[src/rtl/seq_cska_add64_pkg.sv]
// seq_cska_add64_pkg: shared types and helpers for the sequential carry-skip adder.
//   state_t  : controller FSM states (IDLE, RUN, DONE)
//   SKIP_W   : width of one carry-skip block inside the adder slice
//   width_ok : true when the operand width splits evenly into slices
package seq_cska_add64_pkg;

    typedef enum logic [1:0] {
        IDLE = 2'd0,
        RUN  = 2'd1,
        DONE = 2'd2
    } state_t;

    localparam int SKIP_W = 4;

    function automatic bit width_ok(input int op_w, input int slice_w);
        return (slice_w > 0) && (op_w >= slice_w) && ((op_w % slice_w) == 0);
    endfunction

endpackage

[src/rtl/seq_cska_add64_cska_slice.sv]
// cska_slice: combinational W-bit carry-skip adder with carry-in and carry-out.
//   i_a, i_b : W-bit addends
//   i_cin    : carry into bit 0
//   o_sum    : W-bit sum
//   o_cout   : carry out of bit W-1
// The slice is cut into BLK-bit blocks. Each block ripples internally; when
// every bit of a block propagates, the block carry-in skips straight to the
// block output instead of waiting for the ripple.
module cska_slice
    import seq_cska_add64_pkg::*;
#(
    parameter int W   = 16,
    parameter int BLK = SKIP_W
) (
    input  logic [W-1:0] i_a,
    input  logic [W-1:0] i_b,
    input  logic         i_cin,
    output logic [W-1:0] o_sum,
    output logic         o_cout
);

    localparam int NBLK = W / BLK;

    logic [W-1:0] w_sum;
    logic         w_c;
    logic         w_bcin;
    logic         w_pall;
    logic         w_p;

    always_comb begin
        w_sum  = '0;
        w_c    = i_cin;
        w_bcin = 1'b0;
        w_pall = 1'b0;
        w_p    = 1'b0;
        for (int k = 0; k < NBLK; k++) begin
            w_bcin = w_c;
            w_pall = 1'b1;
            for (int j = 0; j < BLK; j++) begin
                w_p                = i_a[k*BLK+j] ^ i_b[k*BLK+j];
                w_sum[k*BLK+j]     = w_p ^ w_c;
                w_c                = (i_a[k*BLK+j] & i_b[k*BLK+j]) | (w_p & w_c);
                w_pall             = w_pall & w_p;
            end
            // skip mux: a fully propagating block passes its carry-in through
            w_c = w_pall ? w_bcin : w_c;
        end
    end

    assign o_sum  = w_sum;
    assign o_cout = w_c;

endmodule

[src/rtl/seq_cska_add64.sv]
// seq_cska_add64: multi-cycle unsigned adder, one SLICE_W-bit carry-skip slice per clock.
//   i_clk        : clock, rising edge
//   i_rst_n      : synchronous active-low reset
//   i_in_valid   : operands present          o_in_ready  : can accept operands
//   i_a, i_b     : OP_WIDTH-bit operands      i_cin       : carry into bit 0
//   o_out_valid  : result present             i_out_ready : downstream takes result
//   o_out_sum    : OP_WIDTH+1-bit sum, MSB is the final carry-out
//   o_busy       : high while computing or holding a result
// Operands are shifted right one slice per RUN cycle so the slice always sees
// the low SLICE_W bits; the result is shifted in from the top so that after
// NSLICE cycles slice k sits at bits [k*SLICE_W +: SLICE_W].
module seq_cska_add64
    import seq_cska_add64_pkg::*;
#(
    parameter int OP_WIDTH = 64,
    parameter int SLICE_W  = 16
) (
    input  logic                i_clk,
    input  logic                i_rst_n,
    input  logic                i_in_valid,
    output logic                o_in_ready,
    input  logic [OP_WIDTH-1:0] i_a,
    input  logic [OP_WIDTH-1:0] i_b,
    input  logic                i_cin,
    output logic                o_out_valid,
    input  logic                i_out_ready,
    output logic [OP_WIDTH:0]   o_out_sum,
    output logic                o_busy
);

    localparam int NSLICE = OP_WIDTH / SLICE_W;
    localparam int IW     = (NSLICE > 1) ? $clog2(NSLICE) : 1;
    localparam logic [IW-1:0] LAST = IW'(NSLICE - 1);

    if (!width_ok(OP_WIDTH, SLICE_W)) begin : g_bad_width
        $error("seq_cska_add64: OP_WIDTH must be a non-zero multiple of SLICE_W");
    end

    state_t                r_state;
    state_t                w_next;
    logic [OP_WIDTH-1:0]   r_a;
    logic [OP_WIDTH-1:0]   r_b;
    logic [OP_WIDTH-1:0]   r_res;
    logic                  r_carry;
    logic [IW-1:0]         r_idx;
    logic                  r_out_valid;
    logic [OP_WIDTH:0]     r_out_sum;
    logic [SLICE_W-1:0]    w_s;
    logic                  w_co;

    cska_slice #(
        .W   (SLICE_W),
        .BLK (SKIP_W)
    ) u_slice (
        .i_a    (r_a[SLICE_W-1:0]),
        .i_b    (r_b[SLICE_W-1:0]),
        .i_cin  (r_carry),
        .o_sum  (w_s),
        .o_cout (w_co)
    );

    always_ff @(posedge i_clk) begin
        if (!i_rst_n)
            r_state <= IDLE;
        else
            r_state <= w_next;
    end

    always_comb begin
        w_next = r_state;
        unique case (r_state)
            IDLE:    w_next = i_in_valid ? RUN : IDLE;
            RUN:     w_next = (r_idx == LAST) ? DONE : RUN;
            DONE:    w_next = i_out_ready ? IDLE : DONE;
            default: w_next = IDLE;
        endcase
    end

    always_comb begin
        o_in_ready = (r_state == IDLE) & i_rst_n;
        o_busy     = (r_state == RUN) | (r_state == DONE);
    end

    always_ff @(posedge i_clk) begin
        if (!i_rst_n) begin
            r_a         <= '0;
            r_b         <= '0;
            r_res       <= '0;
            r_carry     <= 1'b0;
            r_idx       <= '0;
            r_out_valid <= 1'b0;
            r_out_sum   <= '0;
        end else begin
            unique case (r_state)
                IDLE: begin
                    if (i_in_valid) begin
                        r_a     <= i_a;
                        r_b     <= i_b;
                        r_carry <= i_cin;
                        r_idx   <= '0;
                        r_res   <= '0;
                    end
                end
                RUN: begin
                    r_a     <= r_a >> SLICE_W;
                    r_b     <= r_b >> SLICE_W;
                    r_carry <= w_co;
                    r_res   <= {w_s, r_res[OP_WIDTH-1:SLICE_W]};
                    r_idx   <= (r_idx == LAST) ? '0 : r_idx + 1'b1;
                    if (r_idx == LAST) begin
                        r_out_valid <= 1'b1;
                        r_out_sum   <= {w_co, w_s, r_res[OP_WIDTH-1:SLICE_W]};
                    end
                end
                DONE: begin
                    if (i_out_ready)
                        r_out_valid <= 1'b0;
                end
                default: ;
            endcase
        end
    end

    assign o_out_valid = r_out_valid;
    assign o_out_sum   = r_out_sum;

endmodule

[config.mk]
export PLATFORM = sky130hd
export DESIGN_NAME = seq_cska_add64
export DESIGN_NICKNAME = d
export VERILOG_FILES = /design/src/rtl/seq_cska_add64_pkg.sv /design/src/rtl/seq_cska_add64_cska_slice.sv /design/src/rtl/seq_cska_add64.sv
export SDC_FILE = /design/constraint.sdc
export NUM_CORES = 1
export LEC_CHECK = 0
export ABC_AREA = 1
export BUFFER_PORTS_ARGS = -buffer_cell sky130_fd_sc_hd__buf_4
export CAP_MARGIN = 20
export CORE_MARGIN = 2
export CORE_UTILIZATION = 50
export DETAILED_ROUTE_END_ITERATION = 8
export GPL_TIMING_DRIVEN = 0
export PLACE_DENSITY = 0.73
export SLEW_MARGIN = 20
export SYNTH_ARGS = -nofsm -noshare
export SYNTH_HDL_FRONTEND = slang
export SYNTH_HIERARCHICAL = 1
export SYNTH_SLANG_ARGS = --single-unit
[constraint.sdc]
create_clock -name i_clk -period 10.8 [get_ports i_clk]
set_clock_uncertainty 0.05 [all_clocks]
set_input_delay 3.24 -clock i_clk [delete_from_list [all_inputs] [get_ports i_clk]]
set_output_delay 3.24 -clock i_clk [all_outputs]
set_load 0.02 [all_outputs]
# Word level (Yosys, flattened, before mapping)
# Index checks and enable logic that the tools add are counted.
# op_classes
addsub	1
mul	0
div_mod_pow	0
order_cmp	0
eq_ne	6
shifts	0
muxes	22
bitwise	94
reduce_logical	6
# ops
cell	count
64-bit one-hot mux with 2 select lines	3
64-bit 2-to-1 mux	3
1-bit bitwise AND	45
1-bit XOR	32
1-bit OR	17
1-bit 2-to-1 mux	8
2-bit 2-to-1 mux	4
2-bit one-hot mux with 3 select lines	1
2-bit == test, second input constant	2
2-bit inequality test, second input constant	2
1-bit one-hot mux with 2 select lines	2
2-bit one-hot mux with 2 select lines	1
2-bit AND reduction	2
2-bit nonzero test	2
3-bit AND reduction	1
2-bit by 1-bit adder with 2-bit output, second input constant	1
2-bit by 1-bit == test with 1-bit output, second input constant	1
2-bit zero test	1
2-bit by 1-bit inequality test with 1-bit output, second input constant	1
# totals
ff_bits	263
latchBits	0
ramBits	0
mem_bits_ro	0
out_inout_bits	68
word_cells	137
mem_count	0

# Depth between registers and ports, before layout
# logic_depth
depth_word	38
ltp_mapped	31

# Hierarchy
# The synthesis kept the hierarchy.
# by_module_without_submodules
module	n_inst	cells_per_inst	area_each_um2	seq_area_each_um2
seq_cska_add64	1	1787	11562.3	4944.7
cska_slice	1	64	690.7	0.0

# Worst setup path after synthesis
# Ideal clock, no wire load.
# synth_timing
path_kind	register to register
from	register r_a[0]
to	register r_res[63]
setup_ps	64
arrival_ps	7474
required_time_ps	10686
setup_slack_ps	3212
path_stages_with_launch	30
synth_period_minus_slack_ps	7588
path_cell_list	dfxtp_1 > inv_1 > fa_1 > inv_1 > fa_1 > fa_1 > fa_1 > o21bai_2 > and2_2 > fa_1 > fa_1 > fa_1 > fa_1 > o21ai_4 > nand2_1 > fa_1 > fa_1 > fa_1 > fa_1 > or2_1 > and2_1 > fa_1 > fa_1 > fa_1 > inv_1 > fa_1 > inv_1 > nand2_1 > a21boi_0 > nor2_1
# synth_via
elab_chain_len	36
# synth_rtl
element	line_no	source
from (decl)	seq_cska_add64.sv:41	logic [OP_WIDTH-1:0] r_a;
from (signal assigned)	seq_cska_add64.sv:97	r_a <= i_a;
from (signal assigned)	seq_cska_add64.sv:105	r_a <= r_a >> SLICE_W;
1-bit XOR	seq_cska_add64_cska_slice.sv:40	w_p = i_a[k*BLK+j] ^ i_b[k*BLK+j];
1-bit bitwise AND	seq_cska_add64_cska_slice.sv:42	w_c = (i_a[k*BLK+j] & i_b[k*BLK+j]) | (w_p & w_c);
1-bit OR	seq_cska_add64_cska_slice.sv:42	
1-bit bitwise AND	seq_cska_add64_cska_slice.sv:42	
1-bit OR	seq_cska_add64_cska_slice.sv:42	
1-bit bitwise AND	seq_cska_add64_cska_slice.sv:42	
1-bit OR	seq_cska_add64_cska_slice.sv:42	
1-bit bitwise AND	seq_cska_add64_cska_slice.sv:42	
[... 21 more ...]	--	
1-bit OR (*)	seq_cska_add64_cska_slice.sv:42	
1-bit bitwise AND (*)	seq_cska_add64_cska_slice.sv:42	
1-bit OR (*)	seq_cska_add64_cska_slice.sv:42	
1-bit bitwise AND (*)	seq_cska_add64_cska_slice.sv:42	
1-bit OR (*)	seq_cska_add64_cska_slice.sv:42	
1-bit XOR (*)	seq_cska_add64_cska_slice.sv:41	w_sum[k*BLK+j] = w_p ^ w_c;
named net w_s[15]	seq_cska_add64.sv:48	logic [SLICE_W-1:0] w_s;
64-bit one-hot mux with 2 select lines (*)	seq_cska_add64.sv:94	unique case (r_state)
to (signal assigned)	seq_cska_add64.sv:108	r_res <= {w_s, r_res[OP_WIDTH-1:SLICE_W]};
to (decl)	seq_cska_add64.sv:43	logic [OP_WIDTH-1:0] r_res;
# Mark *: on every way through the listed nets, which the timed path passes. The rest lies on a longest branch.
# A chain may end at the register's enable or synchronous reset.

# Worst setup path after layout
# layout_timing
from	register r_carry
to	register r_out_sum[64] (netlist: o_out_sum[64])
# layout_via
elab_chain_len	36
# layout_rtl
element	line_no	source
from (decl)	seq_cska_add64.sv:44	logic r_carry;
from (signal assigned)	seq_cska_add64.sv:99	r_carry <= i_cin;
from (signal assigned)	seq_cska_add64.sv:107	r_carry <= w_co;
1-bit bitwise AND	seq_cska_add64_cska_slice.sv:42	
1-bit OR	seq_cska_add64_cska_slice.sv:42	
1-bit bitwise AND	seq_cska_add64_cska_slice.sv:42	
1-bit OR	seq_cska_add64_cska_slice.sv:42	
1-bit bitwise AND	seq_cska_add64_cska_slice.sv:42	
1-bit OR	seq_cska_add64_cska_slice.sv:42	
1-bit bitwise AND	seq_cska_add64_cska_slice.sv:42	
1-bit OR	seq_cska_add64_cska_slice.sv:42	
[... 21 more ...]	--	
1-bit bitwise AND	seq_cska_add64_cska_slice.sv:42	
1-bit OR	seq_cska_add64_cska_slice.sv:42	
1-bit bitwise AND	seq_cska_add64_cska_slice.sv:42	
1-bit OR	seq_cska_add64_cska_slice.sv:42	
1-bit bitwise AND	seq_cska_add64_cska_slice.sv:42	
1-bit OR	seq_cska_add64_cska_slice.sv:42	
1-bit 2-to-1 mux (*)	seq_cska_add64_cska_slice.sv:46	w_c = w_pall ? w_bcin : w_c;
named net w_co	seq_cska_add64.sv:49	logic w_co;
to (signal assigned)	seq_cska_add64.sv:112	r_out_sum <= {w_co, w_s, r_res[OP_WIDTH-1:SLICE_W]};
to (decl)	seq_cska_add64.sv:47	logic [OP_WIDTH:0] r_out_sum;
# Marked as above.

==> results.md <==
- CP Data Required Time: 11.16 ns
- Worst path slowest cell: fa_1
- Unique masters post-synth: 26
- Unrepaired setup endpoints after global routing: no
- N_diodes: 0
- Reg2reg path depth: 29
- Hold/Removal Path Class: reg2reg
- Routability-driven placement congestion ratio: 0.901
- Post-Syn Area: 0.0123 sq mm
- Crit path launch type: flop
- Final slew viol count: 0
- First-pass DRT Iterations: 5
- DR WL/cell: 14.3 um
- Clock slew at reported path FFs: 0.06 ns
- Hold Buf Count CTS: 0
- Setup violations, final: 0
- Hold path cells: 2
- IO Pins: 201
- Maximum VDD drop: 0.115 mV
- Worst-path maximum fanout: 2
- Starting DRT DRC Count: 580
- Worst-margin pin slew: 0.602 ns
- Synth area leaders: dfxtp_1 (40%), nand2_1 (15%), nor2_1 (12%)
- Die Y-Extent: 161 um
- Setup ws final: 2.60 ns
- Number of buffers and inverters on the critical path: 3
- Buffer type at the clock tree root: clkbuf_16
- Buffers added on ports: 198
- Crit path max-delay family: adder cells
- Setup WS pre-CTS: 2.66 ns
- Post-CTS sizing: 0
- Total leakage power: 7.44 nW
- Core area: 0.0242 sq mm
- Final period utilization: 75.9%
- Post-synth top area cell: dfxtp_1
- Mapped Cells: 1,851
- Seq cells post-synth: 247
- Placed cells: 2,373
- Non-Filler Instances: 2,421
- Multi-input gate area: 0.00600 sq mm
- FF+latch area: 0.00494 sq mm
- Max clock buf depth: 3
- Total power: 2.50 mW
- Worst-Skew Late Latency: 0.54 ns
- Crit path time final: 8.20 ns
- Crit path arrival time: 8.56 ns
- Gr ovfl total: 0
- Fin nets: 2,250
- Worst hold slack: 0.431 ns
- MaxCap Viol Count: 0
- Synthesis Warnings: 6
- TritonCTS clock tree: done
- Total GRT Usage: 26.5%
- Final Hold Vio Count: 0
- Crit. path cell count: 29
- Die area: 0.0258 sq mm
- Vias post-DR: 11,896
- H-tree level count: 1
- Largest stage delay on the critical path: 0.43 ns
- Final routed DRC violation total: 0
- Vias per inst: 4.91
- Initial antenna violation count: 0
- Crit Path Class: reg2reg
- Top cell type's share of synthesized area: 40.4%
- Setup bufs post-CTS: 0
- Post-synthesis sequential area ratio: 40.4%
- Area added between synthesis and finish: 23.4%
- Vias in the first global route: 11,421
- First-pass GRT wire length: 55,500 um
- FP Rows: 57
- Total CTS buffers: 27
- Die Width: 161 um
- Sink Count: 247
- Share of layout cells above drive strength 1: 16.4%
- Synthesized area per cell: 6.62 sq um
- Setup TNS: 0 ns
- Post-DP HPWL: 26,600 um
- Filler Cell Count: 2,291
- Status: finished clean
- Relative max-transition margin: 59.9%
- PD cells: 165 mW/mm^2
- Largest net degree at the start of global routing: 14
- Starting Density: 50.7%
- Worst path most repeated cell: fa_1
- Syn Nets: 2,023
- Post-Route WL: 34,700 um
- Number of routed nets with antenna violations: 0
- Fmax: 122 MHz
- Critical Path Sink Type: flop
## per-stage QoR
step           instance area (sq um)  util [%]
3_3_place_gp                   14100      58.5
5_1_grt                        15100      62.5
4_1_cts                        15100      62.5
3_5_place_dp                   14100      58.5
2_1_floorplan                  12300         -
6_report                       15100      62.5
## routing by layer
| metal | part of all wire, % | routed length [um] | vias to the layer above | track usage [%] |
|---|---|---|---|---|
| met4 | 3.4 | 1180 | 0 | 9.79 |
| met3 | 6.4 | 2240 | 87 | 3.87 |
| met2 | 48 | 16700 | 372 | 47.1 |
| met5 | 0 | 0 | - | 0 |
| li1 | - | - | 6174 | - |
| met1 | 42 | 14600 | 5263 | 32.5 |
## where the power goes
part	internal, mW	switching, mW
clock network	0.636	0.372
registers	0.981	0.0538
logic	0.182	0.273
total	1.80	0.699
## placed cells by master (no fill, tap or decap)
| cell | count |
|---|---|
| clkinv_2 | 2 |
| nand4_1 | 33 |
| o21ai_4 | 1 |
| dfxtp_1 | 247 |
| o21bai_2 | 1 |
| nand3_2 | 2 |
| buf_2 | 78 |
| o21ai_0 | 66 |
| inv_1 | 165 |
| fa_1 | 16 |
| nand2_2 | 3 |
| nor2_1 | 382 |
| nand2_1 | 501 |
| a21boi_0 | 23 |
| and2_2 | 1 |
| or2_2 | 2 |
| or2_1 | 1 |
| ha_1 | 23 |
| clkbuf_16 | 27 |
| a21oi_1 | 34 |
| nand3_1 | 181 |
| and2_1 | 1 |
| a21boi_1 | 26 |
| inv_2 | 3 |
| clkinv_4 | 1 |
| clkbuf_8 | 5 |
| buf_6 | 3 |
| buf_4 | 207 |
| inv_6 | 1 |
| buf_1 | 7 |
| clkbuf_1 | 48 |
| bufinv_16 | 6 |
## final cells by class
type                       count  share of cell area [%]
buffer                       139                    4.47
clock buffer                  38                    5.07
clock inverter                10                    1.37
inverter                     168                    4.17
multi-input combinational   1297                    39.7
sequential                   247                    32.7
tap                          324                    2.68
timing repair buffer         198                    9.83
## sequential cells by signal (all words and copies together), names as in the netlist
signal       count
o_out_sum       65
r_state          2
r_idx            2
r_b             64
r_res           48
r_carry          1
o_out_valid      1
r_a             64
## final timing paths
check / startpoint / end / slack, ns
max: r_carry / o_out_sum[64] / 2.60
min: o_out_sum[10] / o_out_sum[10] / 0.43
max reg2reg: r_carry / o_out_sum[64] / 2.60
min reg2reg: o_out_sum[10] / o_out_sum[10] / 0.43
## synth_stat cells, drive strengths merged
| cell | instances |
|---|---|
| nand2 | 504 |
| a21oi | 34 |
| nor2 | 382 |
| inv | 168 |
| a21boi | 49 |
| dfxtp | 247 |
| o21bai | 1 |
| or2 | 3 |
| o21ai | 67 |
| nand3 | 183 |
| clkbuf | 42 |
| nand4 | 33 |
| buf | 97 |
| ha | 23 |
| and2 | 2 |
| fa | 16 |
## cell families (layout without fill, tap and decap cells)
logic type	Yosys count	count (layout)	share of synthesized area, %
buffers and inverters	307	553	10.7
and+or+nand+nor	1107	1107	36.7
adders and majority gates	39	39	4.96
AOI/OAI and AO/OA	151	151	7.31
DFF	247	247	40.4
## worst reg2reg max path, delay by kind of cell, from the launching register on
family / cells / cell delay (ns)
fa+ha+maj: 16 / 5.82
simple gates: 7 / 1.00
compound gates: 3 / 0.63
flops: 1 / 0.33
buf+inv: 3 / 0.25
No activity file was read; power rests on OpenSTA's default activity.
